==> config.mk <==
export PLATFORM = sky130hd
export DESIGN_NAME = obstacle_field
export DESIGN_NICKNAME = d
export VERILOG_FILES = /design/src/rtl/obstacle_pkg.sv /design/src/rtl/lfsr16.sv /design/src/rtl/obstacle_field.sv
export SDC_FILE = /design/constraint.sdc
export NUM_CORES = 1
export LEC_CHECK = 0
export BUFFER_PORTS_ARGS = -buffer_cell sky130_fd_sc_hd__clkbuf_2
export CAP_MARGIN = 20
export CORE_MARGIN = 5
export CORE_UTILIZATION = 45
export DETAILED_ROUTE_END_ITERATION = 6
export PLACE_DENSITY_LB_ADDON = 0.12
export SYNTH_ARGS = -nofsm -noshare
export SYNTH_HDL_FRONTEND = slang
export SYNTH_HIERARCHICAL = 1
export SYNTH_SLANG_ARGS = --single-unit
==> constraint.sdc <==
create_clock -name clk -period 7.65 [get_ports clk]
set_input_delay 1.53 -clock clk [delete_from_list [all_inputs] [get_ports clk]]
set_output_delay 1.53 -clock clk [all_outputs]
set_load 0.005 [all_outputs]
==> src/rtl/obstacle_pkg.sv <==
// Shared types and constants for the obstacle field.
package obstacle_pkg;

   localparam int SCREEN_W_DEF = 640;
   localparam int GROUND_Y_DEF = 400;

   // Screen coordinate, wide enough for a 1024-pixel axis.
   typedef logic [9:0] coord_t;

   // Feedback taps 16,14,13,11 expressed as state bits 15,13,12,10.
   localparam logic [15:0] LFSR_TAPS = 16'hB400;

   // Saturation ceiling for the spawn gap counter.
   localparam coord_t GAP_MAX = 10'd1023;

endpackage

==> src/rtl/lfsr16.sv <==
// 16-bit Fibonacci LFSR. Free-running every clock, loads SEED on reset.
module lfsr16
   import obstacle_pkg::*;
#(
   parameter logic [15:0] SEED = 16'hACE1
) (
   input  logic        clk,
   input  logic        rst,
   output logic [15:0] state
);

   // Shift left, feeding the XOR of the tapped bits into bit 0.
   always_ff @(posedge clk) begin
      if (rst) state <= SEED;
      else     state <= {state[14:0], ^(state & LFSR_TAPS)};
   end

endmodule

==> src/rtl/obstacle_field.sv <==
// Scrolling obstacle field: a fixed set of slots moving right-to-left,
// spawning at pseudo-random spacing and retiring off the left edge.
// Optional collision detection is built when OBSTACLE_FIELD_HIT_EN is defined;
// otherwise hit is tied low and the player box inputs are ignored.
// tick is a one-cycle frame strobe with no back-pressure: every cycle with
// tick=1 and Stop=0 advances the field once; there is no ready signal.
module obstacle_field
   import obstacle_pkg::*;
#(
   parameter int          N_OBST   = 3,
   parameter int          SCREEN_W = SCREEN_W_DEF,
   parameter int          GROUND_Y = GROUND_Y_DEF,
   parameter int          OBJ_W    = 15,
   parameter int          OBJ_H    = 33,
   parameter int          STEP     = 5,
   parameter int          MIN_GAP  = 160,
   parameter logic [15:0] SEED     = 16'hACE1
) (
   input  logic                   clk,
   input  logic                   rst,
   input  logic                   tick,
   input  logic                   Stop,
   input  logic [2:0]             speed,
   input  logic [9:0]             player_x,
   input  logic [9:0]             player_y,
   input  logic [9:0]             player_w,
   input  logic [9:0]             player_h,
   output logic [N_OBST*10-1:0]   Point_X,
   output logic [N_OBST-1:0]      active,
   output logic [9:0]             Point_Y,
   output logic [9:0]             Width,
   output logic [9:0]             Heigh,
   output logic                   passed,
   output logic                   hit
);

   localparam coord_t OBJ_Y = coord_t'(GROUND_Y - OBJ_H);

   logic [15:0]       lfsr;
   coord_t            x_q [N_OBST];
   logic [N_OBST-1:0] act_q;
   coord_t            gap_q;
   coord_t            thr_q;
   logic              passed_q;

   logic              adv;
   coord_t            step;
   coord_t            x_nxt [N_OBST];
   logic [N_OBST-1:0] act_nxt;
   logic              retire_any;
   logic [10:0]       gap_sum;
   coord_t            gap_sat;
   coord_t            gap_nxt;
   coord_t            thr_nxt;
   logic [N_OBST-1:0] spawn_oh;
   logic              free_found;
   logic              spawn;
   logic              unused_lfsr;

   lfsr16 #(.SEED(SEED)) u_lfsr (
      .clk   (clk),
      .rst   (rst),
      .state (lfsr)
   );

   // Only the low seven bits feed the spawn spacing.
   assign unused_lfsr = ^lfsr[15:7];

   // Next-state of every slot, the gap counter and the spawn decision.
   always_comb begin
      adv        = tick & ~Stop;
      step       = coord_t'(STEP) + coord_t'(speed);
      retire_any = 1'b0;
      act_nxt    = act_q;
      for (int i = 0; i < N_OBST; i++) begin
         x_nxt[i] = x_q[i];
         if (act_q[i]) begin
            if (x_q[i] < step) begin
               act_nxt[i] = 1'b0;
               x_nxt[i]   = coord_t'(SCREEN_W);
               retire_any = 1'b1;
            end else begin
               x_nxt[i] = x_q[i] - step;
            end
         end
      end
      gap_sum = {1'b0, gap_q} + {1'b0, step};
      gap_sat = gap_sum[10] ? GAP_MAX : gap_sum[9:0];
      // Free means inactive at cycle start, so a slot retiring now is excluded.
      free_found = 1'b0;
      spawn_oh   = '0;
      for (int i = 0; i < N_OBST; i++) begin
         if (!act_q[i] && !free_found) begin
            free_found  = 1'b1;
            spawn_oh[i] = 1'b1;
         end
      end
      spawn   = free_found && (gap_sat >= thr_q);
      gap_nxt = spawn ? '0 : gap_sat;
      thr_nxt = spawn ? coord_t'(MIN_GAP) + coord_t'(lfsr[6:0]) : thr_q;
      for (int i = 0; i < N_OBST; i++) begin
         if (spawn && spawn_oh[i]) begin
            act_nxt[i] = 1'b1;
            x_nxt[i]   = coord_t'(SCREEN_W);
         end
      end
   end

   // Field state advances only on unfrozen ticks; passed pulses for one cycle.
   always_ff @(posedge clk) begin
      if (rst) begin
         for (int i = 0; i < N_OBST; i++) x_q[i] <= coord_t'(SCREEN_W);
         act_q    <= '0;
         gap_q    <= '0;
         thr_q    <= coord_t'(MIN_GAP);
         passed_q <= 1'b0;
      end else begin
         passed_q <= adv & retire_any;
         if (adv) begin
            for (int i = 0; i < N_OBST; i++) x_q[i] <= x_nxt[i];
            act_q <= act_nxt;
            gap_q <= gap_nxt;
            thr_q <= thr_nxt;
         end
      end
   end

   // Pack slot X coordinates, slot i at bits [10i+9:10i].
   always_comb begin
      Point_X = '0;
      for (int i = 0; i < N_OBST; i++) Point_X[10*i +: 10] = x_q[i];
   end

   assign active  = act_q;
   assign passed  = passed_q;
   assign Point_Y = OBJ_Y;
   assign Width   = coord_t'(OBJ_W);
   assign Heigh   = coord_t'(OBJ_H);

`ifdef OBSTACLE_FIELD_HIT_EN
   logic [N_OBST-1:0] overlap;
   logic              hit_q;

   // Strict box overlap of each active slot against the player, 11-bit sums.
   always_comb begin
      overlap = '0;
      for (int i = 0; i < N_OBST; i++) begin
         overlap[i] = act_q[i]
            && ({1'b0, x_q[i]}   < ({1'b0, player_x} + {1'b0, player_w}))
            && ({1'b0, player_x} < ({1'b0, x_q[i]}   + 11'(OBJ_W)))
            && ({1'b0, OBJ_Y}    < ({1'b0, player_y} + {1'b0, player_h}))
            && ({1'b0, player_y} < ({1'b0, OBJ_Y}    + 11'(OBJ_H)));
      end
   end

   // Collision flag latches and holds until reset.
   always_ff @(posedge clk) begin
      if (rst) hit_q <= 1'b0;
      else     hit_q <= hit_q | (|overlap);
   end

   assign hit = hit_q;
`else
   logic unused_player;
   assign unused_player = ^{player_x, player_y, player_w, player_h};
   assign hit = 1'b0;
`endif

endmodule

==> results of run 1 <==
## state kept, by name, summed over array words and instances, names as in the netlist
register,flops
thr_q,9
x_q,30
passed,1
gap_q,10
u_lfsr/state,16
active,3
## how the worst max path moves through the flow
stage	depth (start not counted)	end	start	slack, ns
floorplan	15	x_q[0][20]	speed[0]	2.43
global placement	15	thr_q[1]	speed[0]	1.91
global route	15	thr_q[6]	speed[0]	1.87
detailed placement	15	thr_q[1]	speed[0]	1.89
CTS	15	thr_q[4]	speed[0]	2.26
finish	15	thr_q[4]	speed[0]	2.30
## final cells by class
cell class	instances	area, um2	share of cell area
tap	108	135	0.0301
timing repair buffer	43	223	0.0496
clock buffer	11	163	0.0362
sequential	69	1680	0.374
inverter	27	101	0.0226
multi-input combinational	310	2140	0.475
clock inverter	5	55.1	0.0122
## routing by layer
| layer | wire length [um] | part of all wire | GRT usage | vias to the layer above |
|---|---|---|---|---|
| met5 | 0 | 0 | 0 | - |
| li1 | - | - | - | 1478 |
| met2 | 3690 | 0.45 | 0.247 | 58 |
| met1 | 3990 | 0.49 | 0.201 | 1379 |
| met3 | 316 | 0.039 | 0.0324 | 10 |
| met4 | 127 | 0.016 | 0.0609 | 0 |
## stage by stage
stage | utilization | setup slack [ns] | hold slack [ns] | std cells
2_1_floorplan | - | 2.43 | 0.383 | 446
3_3_place_gp | 0.486 | 1.91 | 0.388 | 557
3_5_place_dp | 0.486 | 1.89 | 0.406 | 557
4_1_cts | 0.510 | 2.26 | 0.426 | 573
5_1_grt | 0.510 | 1.87 | 0.437 | 573
6_report | 0.510 | 2.30 | 0.420 | 573
## power by group
group          leakage [nW]  switching (mW)  internal, mW
registers             0.610          0.0107         0.400
logic                  1.17          0.0733        0.0534
clock network         0.115           0.141         0.179
## cell usage in the layout (no fill, tap or decap), drive strengths merged, types with 4 or more instances in the layout
| cell type | synthesis | routed |
|---|---|---|
| a22o | 5 | 5 |
| nand2b | 12 | 12 |
| nor2b | 16 | 16 |
| xor2 | 11 | 11 |
| or2 | 8 | 8 |
| edfxtp | 30 | 30 |
| o21a | 6 | 6 |
| inv | 27 | 28 |
| nand3 | 9 | 9 |
| xnor2 | 14 | 14 |
| nor2 | 48 | 48 |
| nor3 | 13 | 13 |
| a21o | 5 | 5 |
| mux2i | 7 | 7 |
| and3 | 7 | 7 |
| nand2 | 20 | 20 |
| fa | 4 | 4 |
| o21ai | 15 | 15 |
| clkbuf | 5 | 51 |
| dfxtp | 39 | 39 |
| a21oi | 13 | 13 |
| ha | 27 | 27 |
| conb | 2 | 31 |
## cell families after synthesis
group / count (synthesis) / share of synthesized area
simple gates: 144 / 0.182
compound gates: 72 / 0.139
flops: 69 / 0.410
buf+inv: 67 / 0.0952
fa+ha+maj: 31 / 0.102
xor+xnor: 25 / 0.0534
mux: 7 / 0.0171
other cells: 2 / 0.00183
## worst max-delay path: stages
cell	delay (ns)
clkbuf_2	0.11
ha_1	0.30
inv_1	0.20
fa_1	0.48
nand2b_1	0.20
a21oi_4	0.28
nand2b_1	0.25
o21ai_0	0.22
ha_1	0.25
o22ai_1	0.10
nor3_1	0.19
a22oi_1	0.18
a311oi_2	0.94
mux2i_1	0.28
nor2_1	0.05
==> results.toml, run 1 <==
[status]
status = "complete, no violations"

[setup_path]
r2r_end = "thr_q[4]"
worst_setup_path_start_kind = "input pin"
r2r_setup_slack_ns = 3.59
critPathArrivalTime_ns = 5.57
end_kind = "flop"
path_class = "in -> reg"
r2r_cells = 14
required_ns = 7.87
rr_startpoint = "gap_q[0]"
crit_path_max_fanout = 11

[finish]
drive_gt1_frac = 0.153
area_delta_synth_final_pct = 9.65
final_area_um2 = 4490
fin_nets = 538
antenna_cells = 0
fillers = 840

[logic_synthesis]
yosysSeqAreaShare = 0.410
synth_warnings = 6
synthesis.area_um2 = 4100
netlist_top_cells_count = "48 x nor2_1, 39 x dfxtp_1, 33 x buf_4, 30 x edfxtp_1"
synthCells = 417
avgSynthCellArea_um2 = 9.83
synth.top_cells.by_area = "edfxtp_1 22%, dfxtp_1 19%, ha_1 8.2%"
synth.largest_area_cell = "edfxtp_1"
synth_enable_flop_cells = 30
synth_top_area_frac = 0.220
ys.flop_type = "dfxtp_1"
ys_types = 57
synth.most_common_cell = "nor2_1"
synth_async_sr_flop_share = 0
ys_ff_latch = 69

[floorplanning]
die_area_um2 = 11100
start_util = 0.465
ios = 112
die_w_um = 105
die_y_um = 105
core_area_um2 = 8810
num_rows = 34

[placement]
place.gp.congestion = 0.817
dpl.hpwl_mm = 6.13
io_buffers = 40
placed_cell_area_um2 = 4280

[clock_tree]
clk_pin_slew_ns = 0.07
clock-root-buffer = "clkbuf_8"
ctsResizeCount = 0
h-tree-depth = 3
cts_tree = "done"
hold_buffers = 0
clock-sinks = 69
cts_buffer_depth = 2
post-cts-setup-buffer-count = 0
numCtsBuffers = 9
clock_latency_ns = 0.34

[routing]
vias_per_cell = 5.10
firstDrtPassIters = 4
post_drt_wl_per_cell_um = 14.2
drc = 0
antenna_left = 0
vias = 2925
routed_wl_mm = 8.12
drtIter0Drc = 115

[global_route]
grtUsageTotal = 0.153
grt_pass1_wl_mm = 13.8
grt_max_degree = 33
antenna_found_initial = 0
grt_pass1_vias = 2885
grt_overflow = 0

[min_path]
hold_path_end = "u_lfsr/state[10]"
hold_start = "u_lfsr/state[9]"
holdPathStages = 1
holdCritPathClass = "reg -> reg"

[timing]
post-route-period-util = 0.699
max_clock_freq_mhz = 187
relSlewSlack = 0.301
grt_setup_unrepaired = "false"
drv_slew = 0
min_period_ns = 5.35
fin_setup_tns_ns = 0
finalSetupViolCount = 0
worst_slew_pin_slew_ns = 1.05
clock_skew_ns = 0.0102
final_hold_viol_count = 0

[job]
drv_cap = 0

[pwr]
leakage_nw = 1.89
peakVddDrop_mv = 0.117
power_density_nw_per_um2 = 191
design_power_total_mw = 0.857
No activity file was read; power rests on OpenSTA's default activity.
==> run 2: changes to the inputs <==
==> constraint.sdc (replaced) <==
create_clock -name clk -period 5.1 [get_ports clk]
set_input_delay 1.02 -clock clk [delete_from_list [all_inputs] [get_ports clk]]
set_output_delay 1.02 -clock clk [all_outputs]
set_load 0.005 [all_outputs]
==> results.toml, run 2 (synthesis results as in run 1) <==
[timing]
worst_slew_pin_slew_ns = 1.06
post-route-period-util = 0.916
fin_setup_tns_ns = 0
drv_slew = 0
min_period_ns = 4.67
final_hold_viol_count = 0
grt_setup_unrepaired = "false"
relSlewSlack = 0.293
clock_skew_ns = 0.0106
max_clock_freq_mhz = 214
finalSetupViolCount = 0

[finish]
final_common_cell = "nor2_1"
drive_gt1_frac = 0.171
final_area_um2 = 4570
fillers = 844
fin_nets = 548
largestRegisters = "x_q: 30 flops, u_lfsr/state: 16 flops, gap_q: 10 flops"
antenna_cells = 0
mostFrequentLayoutCells = "48 x nor2_1, 40 x clkbuf_2, 39 x dfxtp_1"
largest-register = "x_q"
largest_reg_flops = 30
area_delta_synth_final_pct = 11.5

[setup_path]
r2r_end = "thr_q[1]"
r2r_cells = 14
worst_setup_path_start_kind = "input pin"
slowest_stage = "a311oi_2"
end_kind = "flop"
r2r_setup_slack_ns = 1.16
rr_startpoint = "gap_q[0]"
crit_path_max_fanout = 11
worstPathCellList = "clkbuf_2, ha_1, xnor2_1, ha_1, o21a_1, and2_1, o21ai_0, or2_2, nand3_1, ha_1, a21oi_1, o21ai_0, a22oi_1, a311oi_2, mux2i_1, nor2_1"
crit_start = "speed[0]"
cpPeakStageDelay_ns = 0.96
cpMostUsedCell = "ha_1"
path_class = "in -> reg"
required_ns = 5.32
critPathArrivalTime_ns = 4.89

[clock_tree]
post-cts-setup-buffer-count = 0
h-tree-depth = 3
ctsResizeCount = 0
clock-root-buffer = "clkbuf_8"
numCtsBuffers = 9
cts_buffer_depth = 2
hold_buffers = 0
clock_latency_ns = 0.34
clk_pin_slew_ns = 0.07
cts_tree = "done"
clock-sinks = 69

[job]
drv_cap = 0

[floorplanning]
core_area_um2 = 8810
die_w_um = 105
num_rows = 34
ios = 112
die_y_um = 105
die_area_um2 = 11100
start_util = 0.465

[pwr]
switchingPower_mw = 0.332
leakage_nw = 1.94
power_frac_comb = 0.152
power_frac_clock = 0.369
p_seq_frac = 0.479
internal-power_mw = 0.953
peakVddDrop_mv = 0.206
swShare = 0.259
power_density_nw_per_um2 = 281

[min_path]
holdPathStages = 1
holdCritPathClass = "reg -> reg"
hold_start = "u_lfsr/state[9]"
hold_path_end = "u_lfsr/state[10]"

[routing]
drc = 0
vias = 2913
drtIter0Drc = 134
firstDrtPassIters = 4
vias_per_cell = 5.00
post_drt_wl_per_cell_um = 13.8
antenna_left = 0
routed_wl_mm = 8.06

[status]
status = "complete, no violations"

[placement]
io_buffers = 40
placed_cell_area_um2 = 4350
dpl.hpwl_mm = 6.18
place.gp.congestion = 0.836

[global_route]
grt_overflow = 0
grt_pass1_vias = 2842
grtUsageTotal = 0.150
grt_pass1_wl_mm = 13.6
grt_max_degree = 34
antenna_found_initial = 0
run 2: cell count changes in the layout (fill, tap and decap cells not counted):
cell / delta
buf_4: +10
run 2: area by class of cell:
cell class	instances	area, um2	share of cell area
multi-input combinational	310	2140	0.467
sequential	69	1680	0.368
timing repair buffer	53	298	0.0652
clock buffer	11	163	0.0356
tap	108	135	0.0296
inverter	27	101	0.0222
clock inverter	5	55.1	0.0120
run 2: worst max-delay path by stage:
stage / end / slack, ns / cells past startpoint
final: thr_q[1] / 0.43 / 16
after global routing: thr_q[6] / 0.17 / 16
after CTS: thr_q[1] / 0.41 / 16
after detailed placement: thr_q[1] / 0.05 / 16
after global placement: thr_q[8] / 0.16 / 15
after floorplan: x_q[0][20] / 0.39 / 15
run 2: power by group through the flow:
stage | sequential [mW] | clock (mW) | combinational (mW)
after floorplan | 0.627 | 0 | 0.159
after global placement | 0.629 | 0 | 0.192
after detailed placement | 0.629 | 0 | 0.195
after CTS | 0.617 | 0.492 | 0.197
final | 0.616 | 0.474 | 0.195
after global routing | 0.620 | 0.517 | 0.224
run 2: routing by layer:
metal,part of all wire,global-route usage
met4,0.0027,0.0394
met1,0.50,0.203
met3,0.035,0.0367
met5,0,0
met2,0.46,0.239
run 2: metrics by stage:
| stage | worst slack (ns) | total power [mW] | hold slack, ns | std cells | util |
|---|---|---|---|---|---|
| 6_report | 0.426 | 1.29 | 0.417 | 583 | 0.519 |
| 2_1_floorplan | 0.385 | 0.786 | 0.383 | 446 | - |
| 5_1_grt | 0.170 | 1.36 | 0.429 | 583 | 0.519 |
| 3_5_place_dp | 0.0540 | 0.825 | 0.401 | 567 | 0.494 |
| 3_3_place_gp | 0.158 | 0.821 | 0.393 | 567 | 0.494 |
| 4_1_cts | 0.409 | 1.31 | 0.420 | 583 | 0.519 |
run 2: critical path, delay by kind of cell:
family | cells | cell delay (ns)
buf+inv | 1 | 0.11
mux | 1 | 0.27
fa+ha+maj | 3 | 0.87
simple gates | 4 | 0.54
compound gates | 6 | 1.84
xor+xnor | 1 | 0.25
